### src/rtl/kgv_pkg.sv
// Shared types and constants for the kgV (least common multiple) calculator.
package kgv_pkg;

  localparam int unsigned KGV_WIDTH = 16;

  typedef enum logic [1:0] {
    IDLE = 2'd0,
    DIV  = 2'd1,
    MUL  = 2'd2,
    DONE = 2'd3
  } kgv_state_t;

endpackage

### src/rtl/kgv_div.sv
// Sequential restoring divider: one quotient bit per cycle, MSB first, WIDTH cycles after start.
module kgv_div
  import kgv_pkg::*;
#(
  parameter int unsigned WIDTH = KGV_WIDTH
) (
  input  logic             clk,
  input  logic             rst,
  input  logic             start,
  input  logic [WIDTH-1:0] dividend,
  input  logic [WIDTH-1:0] divisor,
  output logic             done,
  output logic [WIDTH-1:0] quotient,
  output logic [WIDTH-1:0] remainder
);

  localparam int unsigned CW = $clog2(WIDTH);

  logic [WIDTH-1:0] q_r;
  logic [WIDTH-1:0] rem_r;
  logic [WIDTH-1:0] div_r;
  logic [CW-1:0]    cnt;
  logic             running;
  logic [WIDTH:0]   trial;
  logic [WIDTH:0]   diff;

  // q_r shifts the dividend out at the top while quotient bits enter at the bottom.
  assign trial     = {rem_r, q_r[WIDTH-1]};
  assign diff      = trial - {1'b0, div_r};
  assign done      = running && (cnt == CW'(WIDTH - 1));
  assign quotient  = q_r;
  assign remainder = rem_r;

  always_ff @(posedge clk) begin
    if (rst) begin
      q_r     <= '0;
      rem_r   <= '0;
      div_r   <= '0;
      cnt     <= '0;
      running <= 1'b0;
    end else if (start) begin
      q_r     <= dividend;
      rem_r   <= '0;
      div_r   <= divisor;
      cnt     <= '0;
      running <= 1'b1;
    end else if (running) begin
      if (!diff[WIDTH]) begin
        rem_r <= diff[WIDTH-1:0];
        q_r   <= {q_r[WIDTH-2:0], 1'b1};
      end else begin
        rem_r <= trial[WIDTH-1:0];
        q_r   <= {q_r[WIDTH-2:0], 1'b0};
      end
      cnt <= cnt + 1'b1;
      if (done) running <= 1'b0;
    end
  end

endmodule

### src/rtl/kgv_rechner.sv
// kgV(a,b) = (a / ggT) * b with fixed 2*WIDTH+1 cycle latency.
// Optional macro KGV_CHECK_EN flags a nonzero division remainder as an error.
module kgv_rechner
  import kgv_pkg::*;
#(
  parameter int unsigned WIDTH = KGV_WIDTH
) (
  input  logic               clk,
  input  logic               rst,
  input  logic               valid_i,
  input  logic [WIDTH-1:0]   zahl1_i,
  input  logic [WIDTH-1:0]   zahl2_i,
  input  logic [WIDTH-1:0]   ggt_i,
  output logic [2*WIDTH-1:0] kgv_o,
  output logic               valid_o,
  output logic               busy_o,
  output logic               fehler_o
);

  localparam int unsigned CW = $clog2(WIDTH);

  kgv_state_t         state, state_n;
  logic               valid_q;
  logic               valid_rst;
  logic               capture;
  logic [CW-1:0]      cnt;
  logic [2*WIDTH-1:0] mcand;
  logic [2*WIDTH-1:0] acc;
  logic               ggt_zero;
  logic               chk_err;
  logic               div_done;
  logic [WIDTH-1:0]   div_q;
  logic [WIDTH-1:0]   div_rem;

  // valid_rst remembers a level held across reset release so it is not seen as a new edge.
  assign capture = (state == IDLE) && valid_i && !valid_q && !valid_rst;

  // The divider runs even when ggT = 0 so the latency stays fixed; its result is then discarded.
  kgv_div #(.WIDTH(WIDTH)) u_div (
    .clk       (clk),
    .rst       (rst),
    .start     (capture),
    .dividend  (zahl1_i),
    .divisor   (ggt_i),
    .done      (div_done),
    .quotient  (div_q),
    .remainder (div_rem)
  );

`ifdef KGV_CHECK_EN
  assign chk_err = |div_rem;
`else
  logic rem_unused;
  assign rem_unused = ^div_rem;
  assign chk_err    = 1'b0;
`endif

  always_ff @(posedge clk) begin
    if (rst) state <= IDLE;
    else     state <= state_n;
  end

  always_comb begin
    state_n = state;
    case (state)
      IDLE:    if (capture) state_n = DIV;
      DIV:     if (div_done) state_n = MUL;
      MUL:     if (cnt == CW'(WIDTH - 1)) state_n = DONE;
      DONE:    state_n = IDLE;
      default: state_n = IDLE;
    endcase
  end

  always_ff @(posedge clk) begin
    if (rst) begin
      kgv_o     <= '0;
      fehler_o  <= 1'b0;
      valid_o   <= 1'b0;
      busy_o    <= 1'b0;
      valid_q   <= 1'b0;
      valid_rst <= valid_i;
      cnt       <= '0;
      mcand     <= '0;
      acc       <= '0;
      ggt_zero  <= 1'b0;
    end else begin
      valid_q   <= valid_i;
      valid_rst <= 1'b0;
      valid_o   <= 1'b0;
      if (valid_o) busy_o <= 1'b0;
      case (state)
        IDLE: begin
          if (capture) begin
            mcand    <= (2*WIDTH)'(zahl2_i);
            acc      <= '0;
            cnt      <= '0;
            ggt_zero <= (ggt_i == '0);
            busy_o   <= 1'b1;
          end
        end
        MUL: begin
          if (div_q[cnt] && !ggt_zero) acc <= acc + mcand;
          mcand <= mcand << 1;
          cnt   <= cnt + 1'b1;
        end
        DONE: begin
          valid_o  <= 1'b1;
          kgv_o    <= (ggt_zero || chk_err) ? '0 : acc;
          fehler_o <= ggt_zero || chk_err;
        end
        default: ;
      endcase
    end
  end

endmodule

### config.mk
export PLATFORM = sky130hd
export DESIGN_NAME = kgv_rechner
export DESIGN_NICKNAME = d
export VERILOG_FILES = /design/src/rtl/kgv_pkg.sv /design/src/rtl/kgv_div.sv /design/src/rtl/kgv_rechner.sv
export SDC_FILE = /design/constraint.sdc
export NUM_CORES = 1
export LEC_CHECK = 0
export ABC_CLOCK_PERIOD_IN_PS = 5000
export BUFFER_PORTS_ARGS = -buffer_cell sky130_fd_sc_hd__buf_2
export CORE_MARGIN = 2
export CORE_UTILIZATION = 65
export CTS_BUF_LIST = sky130_fd_sc_hd__clkbuf_8
export CTS_CLUSTER_DIAMETER = 60
export DETAILED_ROUTE_END_ITERATION = 10
export PLACE_DENSITY = 0.83
export SKIP_LAST_GASP = 1
export SLEW_MARGIN = 0
export SYNTH_ARGS = -nofsm -noshare
export SYNTH_HDL_FRONTEND = slang
export SYNTH_SLANG_ARGS = --single-unit
export TNS_END_PERCENT = 100
### constraint.sdc
create_clock -name clk -period 5 [get_ports clk]
set_clock_uncertainty 0.15 [all_clocks]
set_input_delay 0.5 -clock clk [delete_from_list [all_inputs] [get_ports clk]]
set_output_delay 0.5 -clock clk [all_outputs]
set_load 0.05 [all_outputs]
Word level (Yosys, flattened, before mapping)
Cells that the tools add are included.
Word-level totals
  bits in read-only memories: 0
  register bits: 161
  memories: 0
  logic and storage cells: 72
  bits in writable memories: 0
  output and inout port bits: 35
  input bits: 51
  latch bits: 0
Operators by class
  shifts and indexed selects: 0
  bitwise gates (word level): 0
  reduce and logical (&&, ||, !) cells: 17
  multiplexer cells: 25
  add/sub/neg operators: 4
  $lt $le $gt $ge: 1
  div/mod/pow operators: 0
  multiply operators: 0
  equal/unequal tests: 9
Operators with widths (number)
  $mux 32: 4
  $pmux 32 s2: 2
  $mux 16: 3
  $add 32x32->32: 1
  $sub 17x16->17: 1
  $logic_not 16->1: 1
  $mux 1: 9
  $add 4x1->4 const B: 2
  $eq 4x4->1 const B: 2
  $ne 2x2->1 const B: 4
  $pmux 2 s4: 1
  $pmux 4 s2: 1
  $mux 2: 3
  $reduce_and 3->1: 2
  $logic_and 1x1->1: 5
  $lt 4x5->1 const B: 1
  $bmux 1 s4: 1
  $eq 2x2->1 const B: 2
  $mux 4: 1
  $reduce_and 2->1: 2
  $reduce_bool 2->1: 2
  $logic_not 1->1: 3
  $eq 2x1->1 const B: 1
  $logic_not 2->1: 1
  $reduce_or 2->1: 1

Logic depth before layout (Yosys ltp)
  depth in word-level cells: 6
  mapped depth: 13
  mapped depth without buffers: 12

By module
From an unflattened synthesis, not the netlist that was laid out.
Second synthesis, totals
  cell total of the unflattened synthesis: 1055
  area, all modules: 8903.5 um^2
Modules (own cells, without submodules)
  kgv_rechner: cells each 683, instances 1, area an instance 5865.6 um^2, seq. area each 2162.1 um^2
  kgv_div: cells each 372, instances 1, area an instance 3037.9 um^2, seq. area each 1061.0 um^2

Least setup slack after synthesis
No wires, ideal clock.
  path type: register to register
  start: register cnt[0]
  end: register acc[31]
  data required time: 4.730 ns
  stages on the path, launching flop included: 11
  data arrival time: 2.568 ns
  path slack: 2.163 ns
  period minus slack after synthesis: 2.837 ns
  cells stage by stage: dfxtp_1 -> buf_6 -> mux4_2 -> mux4_2 -> and3_1 -> buf_6 -> nor2b_4 -> a31oi_4 -> nor2_1 -> mux2_2 -> a211o_1
Between the ends
  longest elaborated chain between the ends: 5
Ends and longest elaborated chain
  start: declaration: line kgv_rechner.sv:26  | logic [CW-1:0] cnt;
  start signal: assignment: line kgv_rechner.sv:104  | cnt <= cnt + 1'b1;
  $bmux 1 s4: line kgv_rechner.sv:102  | if (div_q[cnt] && !ggt_zero) acc <= acc + mcand;
  $mux 1 (implied by the code): line kgv_rechner.sv:102
  $logic_and 1x1->1: line kgv_rechner.sv:102
  $ne 2x2->1 (no line)
  $reduce_and 3->1 (no line)
  end signal: assignment: line kgv_rechner.sv:102
  end: declaration: line kgv_rechner.sv:28  | logic [2*WIDTH-1:0] acc;
No other way between the ends. The select of a mux whose other input is x is not followed.
A chain may end at the register's enable or synchronous reset.

Final worst setup path
  start: register u_div.q_r[15] (netlist: u_div.quotient[15])
  end: register u_div.rem_r[0] (netlist: u_div.remainder[0])
Between the ends
  longest elaborated chain between the ends: 2
Ends and longest elaborated chain
  start: declaration: line kgv_div.sv:19  | logic [WIDTH-1:0] q_r;
  start signal: assignment: line kgv_div.sv:42  | q_r <= dividend;
  start signal: assignment: line kgv_div.sv:50  | q_r <= {q_r[WIDTH-2:0], 1'b1};
  start signal: assignment: line kgv_div.sv:53  | q_r <= {q_r[WIDTH-2:0], 1'b0};
  $sub 17x16->17: line kgv_div.sv:29  | assign diff = trial - {1'b0, div_r};
  $mux 16 *: line kgv_div.sv:48  | if (!diff[WIDTH]) begin
  end signal: assignment: line kgv_div.sv:49  | rem_r <= diff[WIDTH-1:0];
  end signal: assignment: line kgv_div.sv:52  | rem_r <= trial[WIDTH-1:0];
  end: declaration: line kgv_div.sv:20  | logic [WIDTH-1:0] rem_r;
Every way passes the cells marked *; elsewhere a longest branch is shown, timed or not.

==> results.yml <==
finish:
  fin_nets: 1248
  area_of_combinational_cells_with_multiple_inputs_um2: 5366
  finalCoreUtilization_pct: 74.00
  final.fill_count: 1045
  register_area_um2: 3224
  final_common_cell: "dfxtp_1"
  drive_above_1_share_pct: 12.47
  most_frequent_cells_in_the_layout: "dfxtp_1 (160), nor2_1 (123), a21oi_1 (117)"
  flow.area_growth_from_synthesis_pct: 10.17
  antenna-diode-count: 0
clock_network:
  clk_transition_reported_paths_ps: 80
  cts_resized: 0
  cts_hold_buffers: 0
  postCtsSetupBuffers: 0
  numCtsBuffers: 17
  cts_htree_levels: 4
  tritoncts: "built"
  cts.root.buffer_cell: "clkbuf_8"
  max-clock-path-buffers: 2
  insertion_delay_ps: 470
  cts.sinks: 161
synthesis:
  synth-edff-count: 0
  post_synth.cell_area_avg_um2: 8.202
  ys_seq_elements: 161
  async_reset_ff_share_pct: 0
  post_synth_num_cell_types: 66
  synth.yosys.seq_area_share_pct: 35.95
  synth_area_um2: 8965
  yosys_warnings: 0
  post_synth_inst_count: 1093
  ys_flop_type: "dfxtp_1"
  syn-num-nets: 1199
timing:
  period_minus_slack_ps: 3566
  setup_total_negative_slack_ps: 0
  period_share_pct: 71.32
  hold_viol: 0
  highest_clock_rate_mhz: 280.4
  slew_worst_pin_ps: 1157
  timing.final.max_slew_violations: 0
  rsz0062_at_grt: "no"
  slew-limit-headroom_pct: 22.54
  setup_viol: 0
floorplan:
  chipHeight_um: 121.4
  core_area_um2: 13350
  initial_utilization_pct: 67.16
  number_of_rows_created_at_floorplan: 42
  floorplan.die.width_um: 121.4
  io-pin-count: 86
  die-area_um2: 14750
global_route:
  grt_first_pass_wirelength_mm: 34.21
  grt_pass1_vias: 7369
  globalRouteTotalUtil_pct: 28.62
  grt_start_max_net_pins: 76
  grt_remaining_overflow: 0
  initial_antenna_violation_count: 0
power_and_ir_drop:
  irDropWorstVdd_v: 0.0002548
  leakage_nw: 4.093
  power_frac_clock_pct: 26.5
  power_switching_mw: 1.409
  p_total_mw: 3.835
  netSwitchingFraction_pct: 36.75
  power_frac_comb_pct: 34.1
  sequential_share_of_power_pct: 39.4
  cellInternalPower_mw: 2.426
  power_density_nw_per_um2: 388.3
flow_run:
  cap_viol_max_count: 0
place:
  gpl.final_weighted_congestion: 0.9544
  port_buffers: 85
  dpl.hpwl_mm: 14.27
drt:
  route.vias.total: 7965
  routed_wire_length_per_instance_um: 15.32
  drt-total-wl_mm: 20.39
  length_of_the_first_detailed_routing_pass_in_iterations: 5
  detail_route.iter0.violations: 616
  post-route-drc-count: 0
  drt.antenna.violating_nets: 0
  vias_per_cell: 5.984
worst_setup_path:
  critical_path_required_ps: 5250
  worstSetupPathType: "reg2reg"
  startpoint_type: "flop"
  critical_path.max_fanout: 9
  worstPathArrival_ps: 3810
  r2r_start: "u_div.quotient[15]"
  end_kind: "flop"
  worstSetupStartpoint: "u_div.quotient[15]"
run_status:
  status: "completed"
min_path:
  min_from: "ggt_i[7]"
  min-delay-path-class: "in2reg"
## layer usage
layer	vias to the layer above	part of all wire (%)	global-route usage, %
li1	4008	-	-
met5	-	0	0
met4	0	2.0	10.85
met1	3701	47	38.49
met2	215	46	45.86
met3	41	5.0	5.169
## cell usage after synthesis (3+ instances only)
library cell  instances  area share, %
mux4_2                5            1.3
buf_1                 9           0.38
a211o_1               4           0.39
a21oi_1             117            6.5
mux2i_1              49            5.5
a21o_1               22            1.8
nor2b_1              32            2.2
o211a_1               3           0.33
and3_1                3           0.21
o21bai_1              6           0.50
dfxtp_1             161             36
o21ai_1              12           0.67
o2111ai_1             3           0.29
inv_1                38            1.6
o21ai_0              35            2.0
a22oi_1              15            1.3
nand2b_1             16            1.1
o211ai_1             13            1.1
a221oi_1              3           0.29
xnor2_1              16            1.6
a31oi_1               9           0.63
and2_1                7           0.49
nand4_1              10           0.70
a211oi_1             47            3.9
or3_1                 8           0.56
xor2_1               15            1.5
nand3_1              39            2.2
nor2_1              123            5.2
nor4_1                6           0.42
o21a_1                8           0.67
nand3b_1              3           0.25
ha_1                 53            7.4
nor3_1               10           0.56
clkbuf_1             52            2.2
nand2_1             102            4.3
## worst max-delay path, cell delays in order (launching register included)
cell and delay [ps]:
dfxtp_1 320, inv_1 70, ha_1 160, inv_1 60, fa_1 420, a211oi_1 320, o21ai_1 150, nand3b_1 180
a211oi_1 110, nor4_2 810, buf_4 310, mux2i_1 210, mux2i_1 90, nor2_1 110
## area by class of cell
| type | count | area share [%] |
|---|---|---|
| Multi-Input combinational cell | 828 | 54.33 |
| Inverter | 39 | 1.482 |
| Clock inverter | 15 | 1.850 |
| Clock buffer | 17 | 2.369 |
| Sequential cell | 161 | 32.65 |
| Timing Repair Buffer | 95 | 5.092 |
| Tap cell | 176 | 2.230 |
## power groups by stage
stage | clock network [mW] | registers [mW] | logic (mW)
2_1_floorplan | 0 | 1.49 | 1.03
5_1_grt | 1.08 | 1.53 | 1.44
6_report | 1.01 | 1.51 | 1.31
3_5_place_dp | 0 | 1.54 | 1.28
3_3_place_gp | 0 | 1.54 | 1.24
4_1_cts | 1.03 | 1.51 | 1.30
## metrics by stage
stage,cells,instance area [um^2],setup slack [ps],hold slack (ps)
after floorplan,1093,8965,2163,286.3
after global placement,1299,9460,1624,293.8
after detailed placement,1299,9460,1475,299.6
after CTS,1331,9877,1436,109.2
after global routing,1331,9877,1166,124.4
final,1331,9877,1434,130.1
## cell families (layout without fill, tap and decap cells)
| logic type | Yosys count | after routing | share of synthesized area [%] |
|---|---|---|---|
| adder cells (fa/ha/maj) | 55 | 55 | 7.844 |
| AND/OR/NAND/NOR | 367 | 367 | 18.91 |
| buffers and inverters | 104 | 166 | 4.550 |
| AO/OA/AOI/OAI | 317 | 317 | 22.48 |
| XOR/XNOR | 31 | 31 | 3.029 |
| flip-flops | 161 | 161 | 35.95 |
| multiplexers | 58 | 58 | 7.230 |
## final timing paths
check | end | slack (ps) | cells past startpoint
worst min-delay path | u_div.div_r[7] | 130 | 3
worst min register to register | u_div.div_r[12] | 310 | 2
worst max-delay path | u_div.remainder[0] | 1430 | 13
worst max register to register | u_div.remainder[0] | 1430 | 13
## sequential cells by signal (all words and copies together) (netlist names), 2 cells and up
register,flops
acc,32
kgv_o,32
mcand,32
u_div.div_r,16
u_div.quotient,16
u_div.remainder,16
cnt,4
u_div.cnt,4
state,2
No activity file was read; power rests on OpenSTA's default activity.
